## src/rtl/branch_target_predictor.sv

```systemverilog
// Direct-mapped branch target buffer with 2-bit saturating direction counters.
// Optional macro BTB_STATS_EN adds saturating lookup/hit/mispredict counters.
module branch_target_predictor #(
    parameter int XLEN      = 32,
    parameter int ENTRIES   = 16,
    parameter int TAG_WIDTH = 10
) (
    input  logic            clk,
    input  logic            rst,
    input  logic [XLEN-1:0] if_pc,
    input  logic            if_valid,
    output logic            pred_hit,
    output logic            pred_taken,
    output logic [XLEN-1:0] pred_target,
    input  logic            upd_valid,
    input  logic [XLEN-1:0] upd_pc,
    input  logic            upd_jump,
    input  logic            upd_taken,
    input  logic [XLEN-1:0] upd_target,
    input  logic            upd_pred_taken,
    output logic            upd_mispredict
`ifdef BTB_STATS_EN
    ,
    output logic [31:0]     stat_lookups,
    output logic [31:0]     stat_hits,
    output logic [31:0]     stat_mispredicts
`endif
);

    localparam int IDX_W = $clog2(ENTRIES);
    localparam logic [1:0] CTR_SN = 2'b00;
    localparam logic [1:0] CTR_WT = 2'b10;
    localparam logic [1:0] CTR_ST = 2'b11;

    logic [IDX_W-1:0]     if_idx, upd_idx;
    logic [TAG_WIDTH-1:0] if_tag, upd_tag;

    assign if_idx  = if_pc[IDX_W+1:2];
    assign if_tag  = if_pc[IDX_W+TAG_WIDTH+1:IDX_W+2];
    assign upd_idx = upd_pc[IDX_W+1:2];
    assign upd_tag = upd_pc[IDX_W+TAG_WIDTH+1:IDX_W+2];

    logic [ENTRIES-1:0]   valid_q, valid_d;
    logic [TAG_WIDTH-1:0] tag_q    [ENTRIES];
    logic [TAG_WIDTH-1:0] tag_d    [ENTRIES];
    logic [XLEN-1:0]      target_q [ENTRIES];
    logic [XLEN-1:0]      target_d [ENTRIES];
    logic [1:0]           ctr_q    [ENTRIES];
    logic [1:0]           ctr_d    [ENTRIES];
    logic                 upd_hit;

    // Lookup reads only registered state, so a same-cycle update is not visible.
    assign pred_hit       = valid_q[if_idx] && (tag_q[if_idx] == if_tag);
    assign pred_taken     = pred_hit && ctr_q[if_idx][1];
    assign pred_target    = pred_hit ? target_q[if_idx] : '0;
    assign upd_mispredict = upd_valid && (upd_taken != upd_pred_taken);

    // NOTE: every always_comb output gets a default first so no path leaves it unassigned (no latch).
    always_comb begin
        valid_d  = valid_q;
        tag_d    = tag_q;
        target_d = target_q;
        ctr_d    = ctr_q;
        upd_hit  = valid_q[upd_idx] && (tag_q[upd_idx] == upd_tag);
        if (upd_valid && !rst) begin
            if (upd_hit) begin
                if (upd_jump) begin
                    ctr_d[upd_idx] = CTR_ST;
                end else if (upd_taken) begin
                    ctr_d[upd_idx] = (ctr_q[upd_idx] == CTR_ST) ? CTR_ST : ctr_q[upd_idx] + 2'b01;
                end else begin
                    ctr_d[upd_idx] = (ctr_q[upd_idx] == CTR_SN) ? CTR_SN : ctr_q[upd_idx] - 2'b01;
                end
                if (upd_taken) begin
                    target_d[upd_idx] = upd_target;
                end
            end else if (upd_taken) begin
                valid_d[upd_idx]  = 1'b1;
                tag_d[upd_idx]    = upd_tag;
                target_d[upd_idx] = upd_target;
                ctr_d[upd_idx]    = upd_jump ? CTR_ST : CTR_WT;
            end
        end
    end

    // NOTE: sequential state uses non-blocking assignments so all flops sample pre-edge values.
    always_ff @(posedge clk) begin
        if (rst) begin
            valid_q <= '0;
            for (int i = 0; i < ENTRIES; i++) begin
                ctr_q[i] <= CTR_SN;
            end
        end else begin
            valid_q <= valid_d;
            ctr_q   <= ctr_d;
        end
    end

    // NOTE: tag/target storage is not reset; an entry is meaningless until its valid bit is set.
    always_ff @(posedge clk) begin
        tag_q    <= tag_d;
        target_q <= target_d;
    end

`ifdef BTB_STATS_EN
    logic [31:0] lookups_q, lookups_d;
    logic [31:0] hits_q, hits_d;
    logic [31:0] mispredicts_q, mispredicts_d;

    always_comb begin
        lookups_d     = lookups_q;
        hits_d        = hits_q;
        mispredicts_d = mispredicts_q;
        if (if_valid && (lookups_q != '1)) lookups_d = lookups_q + 32'd1;
        if (if_valid && pred_hit && (hits_q != '1)) hits_d = hits_q + 32'd1;
        if (upd_mispredict && (mispredicts_q != '1)) mispredicts_d = mispredicts_q + 32'd1;
    end

    always_ff @(posedge clk) begin
        if (rst) begin
            lookups_q     <= '0;
            hits_q        <= '0;
            mispredicts_q <= '0;
        end else begin
            lookups_q     <= lookups_d;
            hits_q        <= hits_d;
            mispredicts_q <= mispredicts_d;
        end
    end

    assign stat_lookups     = lookups_q;
    assign stat_hits        = hits_q;
    assign stat_mispredicts = mispredicts_q;

    logic unused_bits;
    assign unused_bits = ^{if_pc, upd_pc};
`else
    logic unused_bits;
    assign unused_bits = ^{if_pc, upd_pc, if_valid};
`endif

endmodule

```

## config.mk

```make
export PLATFORM = sky130hd
export DESIGN_NAME = branch_target_predictor
export DESIGN_NICKNAME = d
export VERILOG_FILES = /design/src/rtl/branch_target_predictor.sv
export SDC_FILE = /design/constraint.sdc
export NUM_CORES = 1
export LEC_CHECK = 0
export ABC_AREA = 1
export BUFFER_PORTS_ARGS = -buffer_cell sky130_fd_sc_hd__buf_2
export CORE_MARGIN = 1.5
export CORE_UTILIZATION = 56
export CTS_CLUSTER_DIAMETER = 120
export DETAILED_ROUTE_END_ITERATION = 7
export GPL_ROUTABILITY_DRIVEN = 0
export PLACE_DENSITY = 0.73
export SLEW_MARGIN = 30
export SYNTH_ARGS = -nofsm -noshare
export SYNTH_HDL_FRONTEND = slang
export SYNTH_SLANG_ARGS = --single-unit
```

## constraint.sdc

```tcl
create_clock -name clk -period 2.9 [get_ports clk]
set_input_delay 0 -clock clk [delete_from_list [all_inputs] [get_ports clk]]
set_output_delay 0 -clock clk [all_outputs]
set_load 0.01 [all_outputs]
```

## Yosys cells after proc, flatten, opt, wreduce, memory -nomap -nowiden

Index checks and enable logic that the tools add are counted.

| operators by class | value |
|---|---|
| reductions and logical operators | 13 |
| magnitude comparators | 6 |
| add/subtract/negate cells | 2 |
| multiplexer cells | 40 |
| bitwise operators | 5 |
| equal/unequal tests | 4 |

Operators with widths:

| kind | number |
|---|---|
| 512-bit bitwise mux | 1 |
| 32-bit two-way mux | 8 |
| 160-bit bitwise mux | 1 |
| 32-bit binary-select mux with 4-bit select | 1 |
| 32-bit demux with 4-bit select | 1 |
| 32-bit bitwise mux | 3 |
| 10-bit binary-select mux with 4-bit select | 2 |
| 10-bit two-way mux | 5 |
| 10-bit demux with 4-bit select | 1 |
| 32-bit bitwise OR | 1 |
| 10-bit equality test | 2 |
| 2-bit binary-select mux with 4-bit select | 2 |
| 16-bit bitwise OR | 1 |
| 2-bit two-way mux | 7 |
| 5-bit greater-or-equal comparator, second input constant | 2 |
| 4-bit by 5-bit < comparator with 1-bit output, second input constant | 2 |
| 4-bit inverter with 5-bit output | 2 |
| 1-bit binary-select mux with 4-bit select | 2 |
| 2-bit demux with 4-bit select | 1 |
| 1-bit logical AND | 7 |
| 5-bit by 1-bit < comparator with 1-bit output, second input constant | 1 |
| 1-bit demux with 4-bit select | 1 |
| 4-bit by 1-bit greater-or-equal comparator with 1-bit output, second input constant | 1 |
| 1-bit two-way mux | 4 |
| 10 further kinds | 11 |

| storage, ports and cells | value |
|---|---|
| output and inout port bits | 35 |
| word-level logic and storage cells | 119 |
| bits in registers | 720 |
| input bits | 103 |

## Longest topological paths before layout

| depth | value |
|---|---|
| depth in word-level cells | 10 |
| gate-level depth with buffers | 22 |
| mapped depth without buffers | 19 |

## Worst setup path after synthesis

No wires, ideal clock.

| timing path | value |
|---|---|
| path kind | input port to flip-flop |
| from | input port upd_pc[4] |
| to | register tag_q[150] (netlist bit) (enable) |
| library setup time | 0.335 ns |
| data required time | 2.565 ns |
| slack | -0.206 ns |
| arrival | 2.771 ns |
| stages on the path | 8 |
| buffers on the path | 1 |
| cell sequence | nor2_1 > clkbuf_1 > inv_1 > nor2_1 > inv_1 > nor2_1 > nand2_1 > inv_1 |

| between the ends | value |
|---|---|
| cells in the longest elaborated chain, start to end | 8 |
| elaborated cells between the ends (all ways) | 10 |
| classes of those cells | eq/ne (1); mux (5); bitwise (2); reduce/logical (2) |

Ends and longest elaborated chain:

| item | RTL line | RTL |
|---|---|---|
| from (decl) | 16 | `input logic [XLEN-1:0] upd_pc,` |
| 4-bit inverter with 5-bit output (not written as such) | 64 | `upd_hit = valid_q[upd_idx] && (tag_q[upd_idx] == upd_tag);` |
| 10-bit binary-select mux with 4-bit select | 64 |  |
| 10-bit two-way mux (not written as such) (2 in series) | 64 |  |
| 10-bit equality test | 64 |  |
| 1-bit logical AND (*) | 64 |  |
| 1-bit inverter (no source line) (*) | - |  |
| 3-bit AND reduction (no source line) (*) | - |  |
| to (signal assigned) | 101 | `tag_q <= tag_d;` |
| to (decl) | 44 | `logic [TAG_WIDTH-1:0] tag_q [ENTRIES];` |

Every way passes the cells marked *; elsewhere a longest branch is shown, timed or not. The select of a mux whose other input is x is not followed.
A chain may end at the register's enable or synchronous reset.

## Worst setup path in the final report

| timing path | value |
|---|---|
| from | register tag_q[99] (netlist bit) |
| to | output port pred_target[31] |

| between the ends | value |
|---|---|
| cells in the longest elaborated chain, start to end | 6 |

Ends and longest elaborated chain:

| item | RTL line | RTL |
|---|---|---|
| 10-bit binary-select mux with 4-bit select | 53 | `assign pred_hit = valid_q[if_idx] && (tag_q[if_idx] == if_tag);` |
| 10-bit two-way mux (not written as such) (2 in series) | 53 |  |
| 10-bit equality test | 53 |  |
| 1-bit logical AND | 53 |  |
| 32-bit two-way mux | 55 | `assign pred_target = pred_hit ? target_q[if_idx] : '0;` |
| to (decl) | 14 | `output logic [XLEN-1:0] pred_target,` |

Every way passes these cells. The select of a mux whose other input is x is not followed.

==> reports/metrics.cfg <==
[setup_path]
worstPathMaxFanout=5
path_delay_family=buffers and inverters
worstPathRequired_ns=2.90
crit_chain=o21ai_0, o221ai_1, nand3_1, nand2_1, xor2_1, nor3_2, nand3_4, buf_12, buf_12, nor2_4, buf_6, buf_6
cp-end-kind=output port
slowest_stage=xor2_1
critPathKind=flop to output port
start_kind=flop
cp_slowest_stage_delay_ns=0.42
crit_buf_inv=4
cp.arrival_ns=2.93

[route]
routed_wl_mm=88.90
drt_iter0_drc=3111
vias=24360
ant_nets=0
wl_per_cell_um=22.64
drc_errors=0
via_per_inst=6.202
dr.pass1.iters=7

[global_route]
grt_max_degree=189
grt_pass1_vias=22990
antenna_found_initial=2
grt_first_pass_wirelength_mm=130.4
gr-total-overflow=0
grt_util_all_layers=0.2983

[die]
start_util=0.5643
floorplan.rows=87
die_w_um=240.9
coreArea_um2=56170
die_y_um=240.9
die-area_um2=58030
ios=138

[timing]
fin_crit_sh=1.010
fin_crit_ns=2.929
fmax_mhz=341.4
slew_headroom=0.3664
worst_pin_slew_ns=0.9423
whs_ns=0.1549
worst_slack_ns=-0.02924
setup_viol=5
hold_viol=0
worst_clock_skew_ns=0.02401
drv_slew=0
rsz0062_at_grt=yes

[synth]
yosys-top-cells-count=908 x nand2_1, 672 x edfxtp_1, 302 x a21oi_1
syn_avg_cell_area_um2=10.53
synth_fp_nets=3112
async_flop_share=0
synth-main-ff-cell=edfxtp_1
synthDistinctLibCells=36
synthCells=3009
synth_area_um2=31690
synth_top_area_frac=0.6367
ys_ff_latch=720
synthMostInstantiatedCell=nand2_1
yosysTopAreaCell=edfxtp_1
seq_area_frac_synth=0.6670
synth_edf_count=672
synthTopCellsByArea=edfxtp_1 64%, nand2_1 11%, a21oi_1 4.8%
synth_warnings=0

[power_and_ir_drop]
sw_frac_of_total=0.2270
ir_drop_uv=426.4
p_switching_uw=5114
pwr-share-clk=0.421
p_total_uw=22520
leakage_uw=0.01351
p_int_uw=17410
power_frac_comb=0.072
seqPwrFrac=0.508
power.density_nw_per_um2=619.9

[outcome]
status=finished, violations left
violations=negative setup slack

[run]
maxCapViolCount=0

[layout]
syn_to_final_growth_pct=14.65
drive_gt1_frac=0.1164
final_net_count=3214
multi_input_area_um2=9502
regArea_um2=21140
fillers=4196

[clock_tree]
clk_latency_ns=0.63
clk_pin_slew_worst_paths_ns=0.06
cts.sinks=720
cts_tree=built
numCtsBuffers=75
ctsHtreeMaxLevel=3
root_buffer=clkbuf_16
clock_path_buffers=3

[hold_path]
hp-class=primary input to flop

[placement]
hpwl_mm=46.23
portBuffers=100

## flip-flops by register name, summed over array words and instances, names as in the netlist
signal,flops
ctr_q,32
tag_q,160
target_q,512
valid_q,16
## power by group through the flow
stage,logic [µW],clock network (µW),registers [µW]
final,1610,9470,11400
after global routing,1740,9910,11400
after global placement,1430,0,11700
after detailed placement,1480,0,11700
after floorplan,916,0,11700
after CTS,1550,9540,11400
## tightest hold or removal path: cells and delay by family
kind | cells | cell delay (ns)
buf+inv | 2 | 0.29
simple gates | 6 | 0.45
## layout by cell type (no fill, tap or decap), drive strengths merged, types with 48 or more instances in the layout
master    n
nand3    93
o21ai   147
a21oi   302
inv     133
edfxtp  672
dfxtp    48
clkbuf  100
nand2   921
buf     179
nor2    246
a221oi  101
## what timing repair did
| action | CTS | global route |
|---|---|---|
| hold endpoints to repair | 692 | 0 |
| pin swaps | 1 | 17 |
| endpoints found under the setup margin | 33 | 40 |
| resized for setup | 12 | 70 |
| hold buffers | 44 | 0 |
| cloned | 0 | 4 |
| buffers inserted | 0 | 2 |
## cell type report
| class | instances | area share |
|---|---|---|
| Sequential cell | 720 | 0.5818 |
| Antenna cell | 1 | 0.00006886 |
| Timing Repair Buffer | 226 | 0.05068 |
| Inverter | 129 | 0.01388 |
| Clock buffer | 97 | 0.05509 |
| Multi-Input combinational cell | 1959 | 0.2615 |
| Clock inverter | 39 | 0.01102 |
| Tap cell | 756 | 0.02603 |
## metal layers
| layer | track usage | up-vias | wire [µm] |
|---|---|---|---|
| li1 | - | 10870 | - |
| met2 | 0.4791 | 1581 | 42190 |
| met5 | 0 | - | 10 |
| met3 | 0.05319 | 264 | 9881 |
| met1 | 0.3982 | 11640 | 33250 |
| met4 | 0.1381 | 2 | 3573 |
## metrics by stage
stage	utilization	area (µm²)	setup TNS (ns)	cells	setup slack (ns)
2_1_floorplan	-	31710	-8.092	3009	-0.1162
3_3_place_gp	0.5895	33110	0	3740	0.1207
3_5_place_dp	0.5895	33110	0	3740	0.08759
4_1_cts	0.6404	35970	0	3920	0.003249
5_1_grt	0.6470	36340	-2.760	3927	-0.1322
6_report	0.6470	36340	-0.08260	3927	-0.02924
## cell families after synthesis
| group | count (synthesis) | share of synthesized area |
|---|---|---|
| and+or+nand+nor | 1271 | 0.1566 |
| DFF | 720 | 0.6670 |
| AOI/OAI and AO/OA | 682 | 0.1319 |
| buffers and inverters | 330 | 0.04283 |
| xor gates and xnor gates | 6 | 0.001658 |
## worst paths after layout
| path | startpoint | to | slack [ns] | depth (start not counted) |
|---|---|---|---|---|
| worst max-delay path | tag_q[99] | pred_target[31] | -0.03 | 12 |
| worst max register to register | tag_q[157] | ctr_q[1] | 0.19 | 18 |
| worst min-delay path | upd_pc[4] | ctr_q[3] | 0.15 | 8 |
| worst min register to register | valid_q[6] | valid_q[6] | 0.48 | 2 |
Note: power is estimated with default switching activity, not from simulation.
